### src/rtl/instruction_sequencer_pkg.sv
// -----------------------------------------------------------------------------
// instruction_sequencer_pkg
// Shared definitions for the instruction sequencer:
//   - FSM state encoding
//   - processor opcode constants and opcode field width
//   - state classification helpers
// The opcode occupies the top OPC_W bits of an instruction word
// (DIN[BITS-1:BITS-3]).
// -----------------------------------------------------------------------------
package instruction_sequencer_pkg;

    typedef enum logic [2:0] {
        S_IDLE      = 3'd0,
        S_FETCH     = 3'd1,
        S_WAIT_MEM  = 3'd2,
        S_ISSUE     = 3'd3,
        S_WAIT_DONE = 3'd4,
        S_FINISH    = 3'd5,
        S_HALT      = 3'd6,
        S_ERROR     = 3'd7
    } state_t;

    localparam int OPC_W = 3;

    localparam logic [OPC_W-1:0] OP_MV   = 3'b000;
    localparam logic [OPC_W-1:0] OP_MVI  = 3'b001;
    localparam logic [OPC_W-1:0] OP_ADD  = 3'b010;
    localparam logic [OPC_W-1:0] OP_SUB  = 3'b011;
    localparam logic [OPC_W-1:0] OP_HALT = 3'b111;

    // States from which a Start request is accepted.
    function automatic logic is_startable(input state_t s);
        return (s == S_IDLE) || (s == S_FINISH) || (s == S_HALT) || (s == S_ERROR);
    endfunction

endpackage

### src/rtl/instruction_sequencer_done_watchdog.sv
// -----------------------------------------------------------------------------
// done_watchdog
// Cycle counter used to bound the wait for the processor's Done.
// Ports:
//   clk_i      clock, rising edge
//   rst_ni     asynchronous active-low reset (counter -> 0)
//   clr_i      synchronous clear (priority over enable)
//   en_i       count one cycle
//   expired_o  the count reaches TIMEOUT with this cycle's increment
// The counter saturates so it can never wrap back below the limit.
// -----------------------------------------------------------------------------
module done_watchdog #(
    parameter int TIMEOUT = 15
) (
    input  logic clk_i,
    input  logic rst_ni,
    input  logic clr_i,
    input  logic en_i,
    output logic expired_o
);

    localparam int CNT_W = 8;
    localparam logic [CNT_W-1:0] CNT_MAX = '1;
    localparam logic [CNT_W:0]   LIMIT   = (CNT_W+1)'(TIMEOUT);
    localparam logic [CNT_W:0]   ONE     = (CNT_W+1)'(1);

    logic [CNT_W-1:0] cnt_q;
    logic [CNT_W:0]   cnt_next_d;

    assign cnt_next_d = {1'b0, cnt_q} + ONE;
    assign expired_o  = (cnt_next_d >= LIMIT);

    always_ff @(posedge clk_i or negedge rst_ni) begin
        if (!rst_ni) begin
            cnt_q <= '0;
        end else if (clr_i) begin
            cnt_q <= '0;
        end else if (en_i && (cnt_q != CNT_MAX)) begin
            cnt_q <= cnt_next_d[CNT_W-1:0];
        end
    end

endmodule

### src/rtl/instruction_sequencer.sv
// -----------------------------------------------------------------------------
// instruction_sequencer
// Fetch/issue controller that runs a program from a synchronous instruction
// memory on simple_processor: fetch word at PC, drive it on DIN, pulse Run,
// wait for Done (bounded by a watchdog), advance.
// Ports:
//   Clock, Resetn          clock / asynchronous active-low reset
//   Start, Stop            run request (level) / abort at instruction boundary
//   ProgLen                number of words to execute, sampled on Start
//   MemAddr, MemEn         memory read request (data valid next cycle)
//   MemData                memory read data
//   DIN, Run, Done         processor instruction, issue pulse, completion
//   PC                     current instruction index
//   Busy                   fetch/issue activity in progress
//   Finished/Halted/Error  sticky terminal status flags
// -----------------------------------------------------------------------------
module instruction_sequencer
    import instruction_sequencer_pkg::*;
#(
    parameter int               BITS    = 16,
    parameter int               ADDR_W  = 5,
    parameter int               TIMEOUT = 15,
    parameter logic [OPC_W-1:0] HALT_OP = OP_HALT
) (
    input  logic              Clock,
    input  logic              Resetn,
    input  logic              Start,
    input  logic              Stop,
    input  logic [ADDR_W:0]   ProgLen,
    output logic [ADDR_W-1:0] MemAddr,
    output logic              MemEn,
    input  logic [BITS-1:0]   MemData,
    output logic [BITS-1:0]   DIN,
    output logic              Run,
    input  logic              Done,
    output logic [ADDR_W:0]   PC,
    output logic              Busy,
    output logic              Finished,
    output logic              Halted,
    output logic              Error
);

    localparam logic [ADDR_W:0] PC_ONE = (ADDR_W+1)'(1);

    state_t            state_q;
    logic [ADDR_W:0]   pc_q;
    logic [ADDR_W:0]   len_q;
    logic [BITS-1:0]   din_q;
    logic [ADDR_W-1:0] mem_addr_q;
    logic              mem_en_q;
    logic              run_q;
    logic              busy_q;
    logic              finished_q;
    logic              halted_q;
    logic              error_q;
    logic              stop_q;

    logic [ADDR_W:0]   pc_d;
    logic [OPC_W-1:0]  opcode_w;
    logic              stop_seen_w;
    logic              wd_clr_w;
    logic              wd_en_w;
    logic              wd_expired_w;

    assign pc_d        = pc_q + PC_ONE;
    assign opcode_w    = MemData[BITS-1 -: OPC_W];
    // A Stop arriving this cycle counts as pending immediately.
    assign stop_seen_w = stop_q | Stop;

    // Watchdog is cleared while the word is in flight from memory, so it
    // reads 0 during ISSUE and counts cycles since Run from there on.
    assign wd_clr_w = (state_q == S_WAIT_MEM);
    assign wd_en_w  = (state_q == S_ISSUE) || (state_q == S_WAIT_DONE);

    done_watchdog #(
        .TIMEOUT (TIMEOUT)
    ) u_done_watchdog (
        .clk_i     (Clock),
        .rst_ni    (Resetn),
        .clr_i     (wd_clr_w),
        .en_i      (wd_en_w),
        .expired_o (wd_expired_w)
    );

    always_ff @(posedge Clock or negedge Resetn) begin
        if (!Resetn) begin
            state_q    <= S_IDLE;
            pc_q       <= '0;
            len_q      <= '0;
            din_q      <= '0;
            mem_addr_q <= '0;
            mem_en_q   <= 1'b0;
            run_q      <= 1'b0;
            busy_q     <= 1'b0;
            finished_q <= 1'b0;
            halted_q   <= 1'b0;
            error_q    <= 1'b0;
            stop_q     <= 1'b0;
        end else begin
            // MemEn and Run are single-cycle strobes tied to state entry.
            mem_en_q <= 1'b0;
            run_q    <= 1'b0;
            case (state_q)
                S_IDLE, S_FINISH, S_HALT, S_ERROR: begin
                    if (Start && is_startable(state_q)) begin
                        len_q      <= ProgLen;
                        pc_q       <= '0;
                        finished_q <= 1'b0;
                        halted_q   <= 1'b0;
                        error_q    <= 1'b0;
                        stop_q     <= 1'b0;
                        if (ProgLen == '0) begin
                            state_q    <= S_FINISH;
                            finished_q <= 1'b1;
                            busy_q     <= 1'b0;
                        end else begin
                            state_q    <= S_FETCH;
                            mem_en_q   <= 1'b1;
                            mem_addr_q <= '0;
                            busy_q     <= 1'b1;
                        end
                    end
                end
                S_FETCH: begin
                    stop_q  <= stop_seen_w;
                    state_q <= S_WAIT_MEM;
                end
                S_WAIT_MEM: begin
                    // A halt opcode or pending Stop ends the run before issue;
                    // DIN keeps the previous instruction.
                    if ((opcode_w == HALT_OP) || stop_seen_w) begin
                        state_q  <= S_HALT;
                        halted_q <= 1'b1;
                        busy_q   <= 1'b0;
                        stop_q   <= 1'b0;
                    end else begin
                        din_q   <= MemData;
                        run_q   <= 1'b1;
                        stop_q  <= stop_seen_w;
                        state_q <= S_ISSUE;
                    end
                end
                S_ISSUE: begin
                    stop_q  <= stop_seen_w;
                    state_q <= S_WAIT_DONE;
                end
                S_WAIT_DONE: begin
                    // Done wins over an expiry in the same cycle.
                    if (Done) begin
                        pc_q <= pc_d;
                        if (pc_d == len_q) begin
                            state_q    <= S_FINISH;
                            finished_q <= 1'b1;
                            busy_q     <= 1'b0;
                            stop_q     <= 1'b0;
                        end else if (stop_seen_w) begin
                            state_q  <= S_HALT;
                            halted_q <= 1'b1;
                            busy_q   <= 1'b0;
                            stop_q   <= 1'b0;
                        end else begin
                            state_q    <= S_FETCH;
                            mem_en_q   <= 1'b1;
                            mem_addr_q <= pc_d[ADDR_W-1:0];
                        end
                    end else if (wd_expired_w) begin
                        state_q <= S_ERROR;
                        error_q <= 1'b1;
                        busy_q  <= 1'b0;
                        stop_q  <= 1'b0;
                    end else begin
                        stop_q <= stop_seen_w;
                    end
                end
                default: begin
                    state_q <= S_IDLE;
                    busy_q  <= 1'b0;
                end
            endcase
        end
    end

    assign MemAddr  = mem_addr_q;
    assign MemEn    = mem_en_q;
    assign DIN      = din_q;
    assign Run      = run_q;
    assign PC       = pc_q;
    assign Busy     = busy_q;
    assign Finished = finished_q;
    assign Halted   = halted_q;
    assign Error    = error_q;

endmodule

### config.mk
export PLATFORM = sky130hd
export DESIGN_NAME = instruction_sequencer
export DESIGN_NICKNAME = d
export VERILOG_FILES = /design/src/rtl/instruction_sequencer_pkg.sv /design/src/rtl/instruction_sequencer_done_watchdog.sv /design/src/rtl/instruction_sequencer.sv
export SDC_FILE = /design/constraint.sdc
export NUM_CORES = 1
export LEC_CHECK = 0
export CAP_MARGIN = 10
export CORE_MARGIN = 8
export CORE_UTILIZATION = 51
export DETAILED_ROUTE_END_ITERATION = 10
export PLACE_DENSITY = 0.83
export SLEW_MARGIN = 20
export SYNTH_ARGS = -nofsm -noshare
export SYNTH_HDL_FRONTEND = slang
export SYNTH_SLANG_ARGS = --single-unit
export TNS_END_PERCENT = 30
### constraint.sdc
create_clock -name Clock -period 2.2 [get_ports Clock]
set_input_delay 0.44 -clock Clock [delete_from_list [all_inputs] [get_ports Clock]]
set_output_delay 0.44 -clock Clock [all_outputs]
set_load 0.02 [all_outputs]
# After elaboration in Yosys (flattened, before gate mapping)
# Cells that the tools add are included.
op_classes:
  addsub: 2
  order_cmp: 1
  eq_ne: 22
  mux: 52
  bitwise_logic: 2
  reduce_logical: 24
op_table:
  columns: ["operator", "n"]
  rows:
  - ["$mux 1", 27]
  - ["$mux 5", 5]
  - ["$mux 3", 7]
  - ["$mux 8", 2]
  - ["$ne 2x2->1 const B", 8]
  - ["$eq 3x3->1 const B", 5]
  - ["$pmux 3 s5", 1]
  - ["$mux 6", 2]
  - ["$pmux 6 s2", 1]
  - ["$reduce_and 6->1", 2]
  - ["$pmux 5 s2", 1]
  - ["$add 8x1->9 const B", 1]
  - ["$ge 9x4->1 const B", 1]
  - ["$ne 8x8->1 const B", 1]
  - ["$reduce_and 2->1", 4]
  - ["$reduce_and 4->1", 2]
  - ["$add 6x1->6 const B", 1]
  - ["$eq 3x2->1 const B", 2]
  - ["$eq 6x6->1", 1]
  - ["$logic_not 6->1", 1]
  - ["$pmux 1 s2", 3]
  - ["$pmux 1 s3", 2]
  - ["$logic_or 1x1->1", 5]
  - ["$reduce_and 5->1", 1]
  - ["14 further kinds", 17]
word_totals:
  register_bits: 51
  inputBits: 27
  output_inout_bits: 33
  wordCells: 116

# Depth between registers and ports, before layout
depth:
  depth_word: 7
  depth_mapped: 7
  depth_no_buf: 7

# Cells and area by module
# A second synthesis with hierarchy kept.
hier_totals:
  hier_cells: 257
  hier_area_um2: 2741.4
by_module_without_submodules:
  columns: ["module", "instances", "cells_per_inst", "area_per_inst_um2", "seq_area_each_um2"]
  rows:
  - ["instruction_sequencer", 1, 194, 2155.8, 1076.0]
  - ["done_watchdog", 1, 63, 585.6, 200.2]

# Least setup slack after synthesis
# Ideal clock, no wire load.
synth_path:
  path_type: "register to register"
  start: "register pc_q[0] (netlist: PC[0])"
  end: "register mem_addr_q[0] (netlist: MemAddr[0])"
  setup_ns: 0.081
  t_arrival_ns: 2.007
  required_ns: 2.119
  path_slack_ns: 0.112
  path_stages_with_launch: 7
  path_buffers: 0
  synth_period_minus_slack_ns: 2.088
  path_cell_list: "dfrtp_1 > ha_1 > xor3_2 > nor3_1 > a21boi_2 > a31oi_4 > mux2i_1"
synth_between:
  elab_chain_len: 5
  elab_cells_between_ends: 8
  classes_between: "add/sub (1); eq/ne (2); mux (4); reduce/logical (1)"
synth_rtl:
  columns: ["element", "line_no", "source"]
  rows:
  - ["start: declaration", "instruction_sequencer.sv:46", "logic [ADDR_W:0] pc_q;"]
  - ["start signal: assignment", "instruction_sequencer.sv:150", "pc_q <= pc_d;"]
  - ["$add 6x1->6 *", "instruction_sequencer.sv:65", "assign pc_d = pc_q + PC_ONE;"]
  - ["branches (longest 4 deep; another with $eq 6x6->1)", null, null]
  - ["end signal: assignment", "instruction_sequencer.sv:164", "mem_addr_q <= pc_d[ADDR_W-1:0];"]
  - ["end: declaration", "instruction_sequencer.sv:49", "logic [ADDR_W-1:0] mem_addr_q;"]
# Mark *: on every way between the ends. The select of a mux whose other input is x is not followed.
# A chain may end at the register's enable or synchronous reset.

# Final worst setup path
layout_path:
  start: "register u_done_watchdog.cnt_q[0]"
  end: "register busy_q (netlist: Busy)"
layout_between:
  elab_chain_len: 4
layout_rtl:
  columns: ["element", "line_no", "source"]
  rows:
  - ["start: declaration", "instruction_sequencer_done_watchdog.sv:27", "logic [CNT_W-1:0] cnt_q;"]
  - ["start signal: assignment", "instruction_sequencer_done_watchdog.sv:39", "cnt_q <= cnt_next_d[CNT_W-1:0];"]
  - ["$add 8x1->9", "instruction_sequencer_done_watchdog.sv:30", "assign cnt_next_d = {1'b0, cnt_q} + ONE;"]
  - ["$ge 9x4->1", "instruction_sequencer_done_watchdog.sv:31", "assign expired_o = (cnt_next_d >= LIMIT);"]
  - ["$ne 3x2->1 (no line)", null, null]
  - ["$reduce_and 5->1 (no line)", null, null]
  - ["end signal: assignment", "instruction_sequencer.sv:94", "busy_q <= 1'b0;"]
  - ["end signal: assignment", "instruction_sequencer.sv:115", "busy_q <= 1'b0;"]
  - ["end signal: assignment", "instruction_sequencer.sv:120", "busy_q <= 1'b1;"]
  - ["end: declaration", "instruction_sequencer.sv:52", "logic busy_q;"]
# Every way passes these cells.

==> metrics.md <==
| Metric | Value |
|---|---|
| MaxCap Viol Count | `0` |
| DRC | `0` |
| Post-Syn Nets | `333` |
| Buffer depth of the longest clock path | `2` |
| N_diodes | `0` |
| Max-slew headroom | `0.617` |
| Antenna Nets Post-Route | `0` |
| Met1 Routed Length | `3220 um` |
| Final setup fails | `0` |
| Utilization after layout | `0.680` |
| Post-synth top flop | `dfrtp_1` |
| Maximum clock rate | `0.483 GHz` |
| TritonCTS clock tree | `done` |
| Seq/Total Area, Yosys | `0.453` |
| Met3 wire len | `378 um` |
| Final slew viol count | `0` |
| WL/cell | `15.8 um` |
| Synthesis-to-finish area growth | `31.1%` |
| Starting density of the core | `0.519` |
| Critical-path top delay cell | `dfrtp_2` |
| Crit path top cell by count | `a31oi_1` |
| Gate count of the mapped netlist | `303` |
| Minimum clock period | `2.07 ns` |
| Gr ovfl total | `0` |
| Synth Register Bits | `51` |
| Worst slew pin tran | `0.575 ns` |
| Drt first-iter violations | `172` |
| Family with the most delay on the worst path | `simple AND/OR/NAND/NOR gates` |
| DR pass1 iterations | `4` |
| Nets | `408` |
| Top sig layer | `met4` |
| First-pass GRT wire length | `12000 um` |
| Root buf cell | `clkbuf_8` |
| RSZ-0062 raised after global routing | `false` |
| Worst hold path class | `in2async` |
| Async set-reset flop share out of synthesis | `1.00` |
| WP data required | `2.42 ns` |
| All-Layer GR Usage | `0.174` |
| Drt via density | `5.61` |
| Status | `completed` |
| Pwr dens | `1160 mW/mm2` |
| Worst r2r src | `u_done_watchdog.cnt_q[0]` |
| Total Die Area | `0.00816 mm2` |
| Reg2reg setup slack | `0.13 ns` |
| Reg2Reg Depth | `6` |
| Fillers | `437` |
| Final WL | `7150 um` |
| Mapped Avg Cell Area | `9.31 um2` |
| Cell count along the critical path | `6` |
| Layout cells sized above 1 | `0.166` |
| Leak | `1.65 nW` |
| WL met2 | `3460 um` |
| # clock sinks | `51` |
| Reg2Reg Capture Point | `Busy` |
| Final hold violation count | `0` |
| Initial antenna violation count | `0` |
| Width of the die | `90.4 um` |
| Vias in the first global route | `2473` |
| Site Rows | `27` |
| WP buf/inv | `0` |
| Final WS setup | `0.131 ns` |
| Mapped cell area | `0.00282 mm2` |
| Core Footprint | `0.00544 mm2` |
| Num CTS Buffers | `5` |
| Htree depth | `2` |
| Clock Skew | `0.00813 ns` |
| Chip height | `90.4 um` |
| Number of port buffers | `59` |
| CP endpoint | `Busy` |
| Crit. End Element | `flop` |
| # hold bufs at CTS | `0` |
| HPWL after DPL | `5490 um` |
| Pwr Total | `4.28 mW` |
| WP data arrival | `2.29 ns` |
| Crit path largest cell delay | `0.46 ns` |
| Worst setup SP type | `flop` |
| Post-synthesis cell type count | `67` |
| Worst Setup SP | `u_done_watchdog.cnt_q[0]` |
| Synth warn | `0` |
| Class of the most critical setup path | `reg2reg` |
| Post-Place Worst Slack | `-0.156 ns` |
| IO Count | `60` |
| Period utilisation layout | `0.940` |
| Clk_lat worst skew | `0.30 ns` |
| Clock transition at path regs | `0.10 ns` |
| Largest net degree at the start of global routing | `30` |
| Routability cong. | `0.914` |
| Post-synth EDFFs | `0` |
| VDD IR max | `0.665 mV` |
| Crit Path Max Fanout | `8` |
| Worst-path cell chain | `ha_2 > and3_1 > a311oi_1 > a31oi_1 > or3_4 > a31oi_1` |
| Routed via count | `2530` |
[power by group]
part	switching [mW]	internal (mW)
Combinational	1.14	1.05
Clock	0.323	0.222
Sequential	0.294	1.26
[metal layers]
layer,up-vias,track usage
met5,-,0
met4,0,0.0485
met3,11,0.0391
li1,1215,-
met1,1217,0.225
met2,87,0.285
[registers in the layout (all words and copies together), names as in the netlist, 3 cells and up]
register	flops
DIN	16
u_done_watchdog.cnt_q	8
PC	6
len_q	6
MemAddr	5
state_q	3
[kinds of logic (layout without fill, tap and decap cells)]
| logic type | Yosys count | in the layout | share of synthesized area |
|---|---|---|---|
| xor+xnor | 11 | 11 | 0.0448 |
| compound gates | 74 | 74 | 0.180 |
| flops | 51 | 51 | 0.453 |
| mux | 12 | 12 | 0.0453 |
| buf+inv | 24 | 100 | 0.0448 |
| fa+ha+maj | 3 | 3 | 0.0133 |
| simple gates | 128 | 128 | 0.219 |
[layout make-up]
cell class	count	area [um2]	share of cell area
clock buffer	5	68.8	0.0186
clock inverter	3	20.0	0.00541
inverter	10	37.5	0.0102
multi-input combinational	228	1430	0.387
sequential	51	1280	0.346
tap	72	90.1	0.0244
timing repair buffer	82	771	0.208
[cell usage in the layout, fill, tap and decap left out, types with 6 or more instances in the layout]
| cell type | n |
|---|---|
| a21oi_1 | 9 |
| a31oi_1 | 6 |
| buf_4 | 22 |
| clkdlybuf4s50_1 | 58 |
| dfrtp_1 | 50 |
| inv_1 | 9 |
| mux2_2 | 6 |
| mux2i_1 | 6 |
| nand2_1 | 69 |
| nand3_1 | 9 |
| nor2_1 | 15 |
| o21ai_0 | 27 |
| o31ai_1 | 7 |
| xnor2_1 | 6 |
[what timing repair did]
item / in CTS / in global routing
setup endpoints to repair: 0 / 7
resized for setup: 0 / 5
buffers inserted: 0 / 0
[how the worst min path moves through the flow]
stage | slack, ns | cells past startpoint | startpoint | end
after floorplan | 0.14 | 0 | Resetn | Busy
after global placement | 0.45 | 1 | Resetn | u_done_watchdog.cnt_q[0]
after detailed placement | 0.46 | 1 | Resetn | u_done_watchdog.cnt_q[0]
after CTS | 0.13 | 1 | Resetn | len_q[5]
after global routing | 0.14 | 1 | Resetn | len_q[1]
final | 0.12 | 1 | Resetn | len_q[5]
[stage by stage]
step / instance area, um2 / TNS (ns) / hold WS [ns] / instances
3_3_place_gp: 3590 / -1.56 / 0.449 / 443
5_1_grt: 3700 / 0 / 0.138 / 451
4_1_cts: 3680 / 0 / 0.126 / 451
6_report: 3700 / 0 / 0.121 / 451
3_5_place_dp: 3590 / -2.27 / 0.461 / 443
2_1_floorplan: 2820 / 0 / 0.144 / 303
[cells in the mapped netlist (2+ instances only)]
master	n	area (um2)
buf_2	5	25.0
nand2b_1	4	25.0
inv_1	9	33.8
nor2_1	16	60.1
o31ai_1	7	52.6
nor3b_1	3	22.5
mux2i_1	6	60.1
o21ai_0	27	135
o221ai_1	2	17.5
a21o_2	2	17.5
ha_1	3	37.5
nand3_1	9	45.0
and2_1	2	12.5
or3_1	2	12.5
mux2_2	6	67.6
clkbuf_1	3	11.3
xor2_1	3	26.3
nand4_1	2	12.5
a31oi_1	6	37.5
o32ai_1	2	17.5
and3_1	2	12.5
xnor2_1	6	52.6
a21oi_1	9	45.0
buf_4	3	22.5
a311oi_1	2	17.5
nand2_1	69	259
dfrtp_1	51	1280
or2_2	3	18.8
Note: power is estimated with default switching activity, not from simulation.
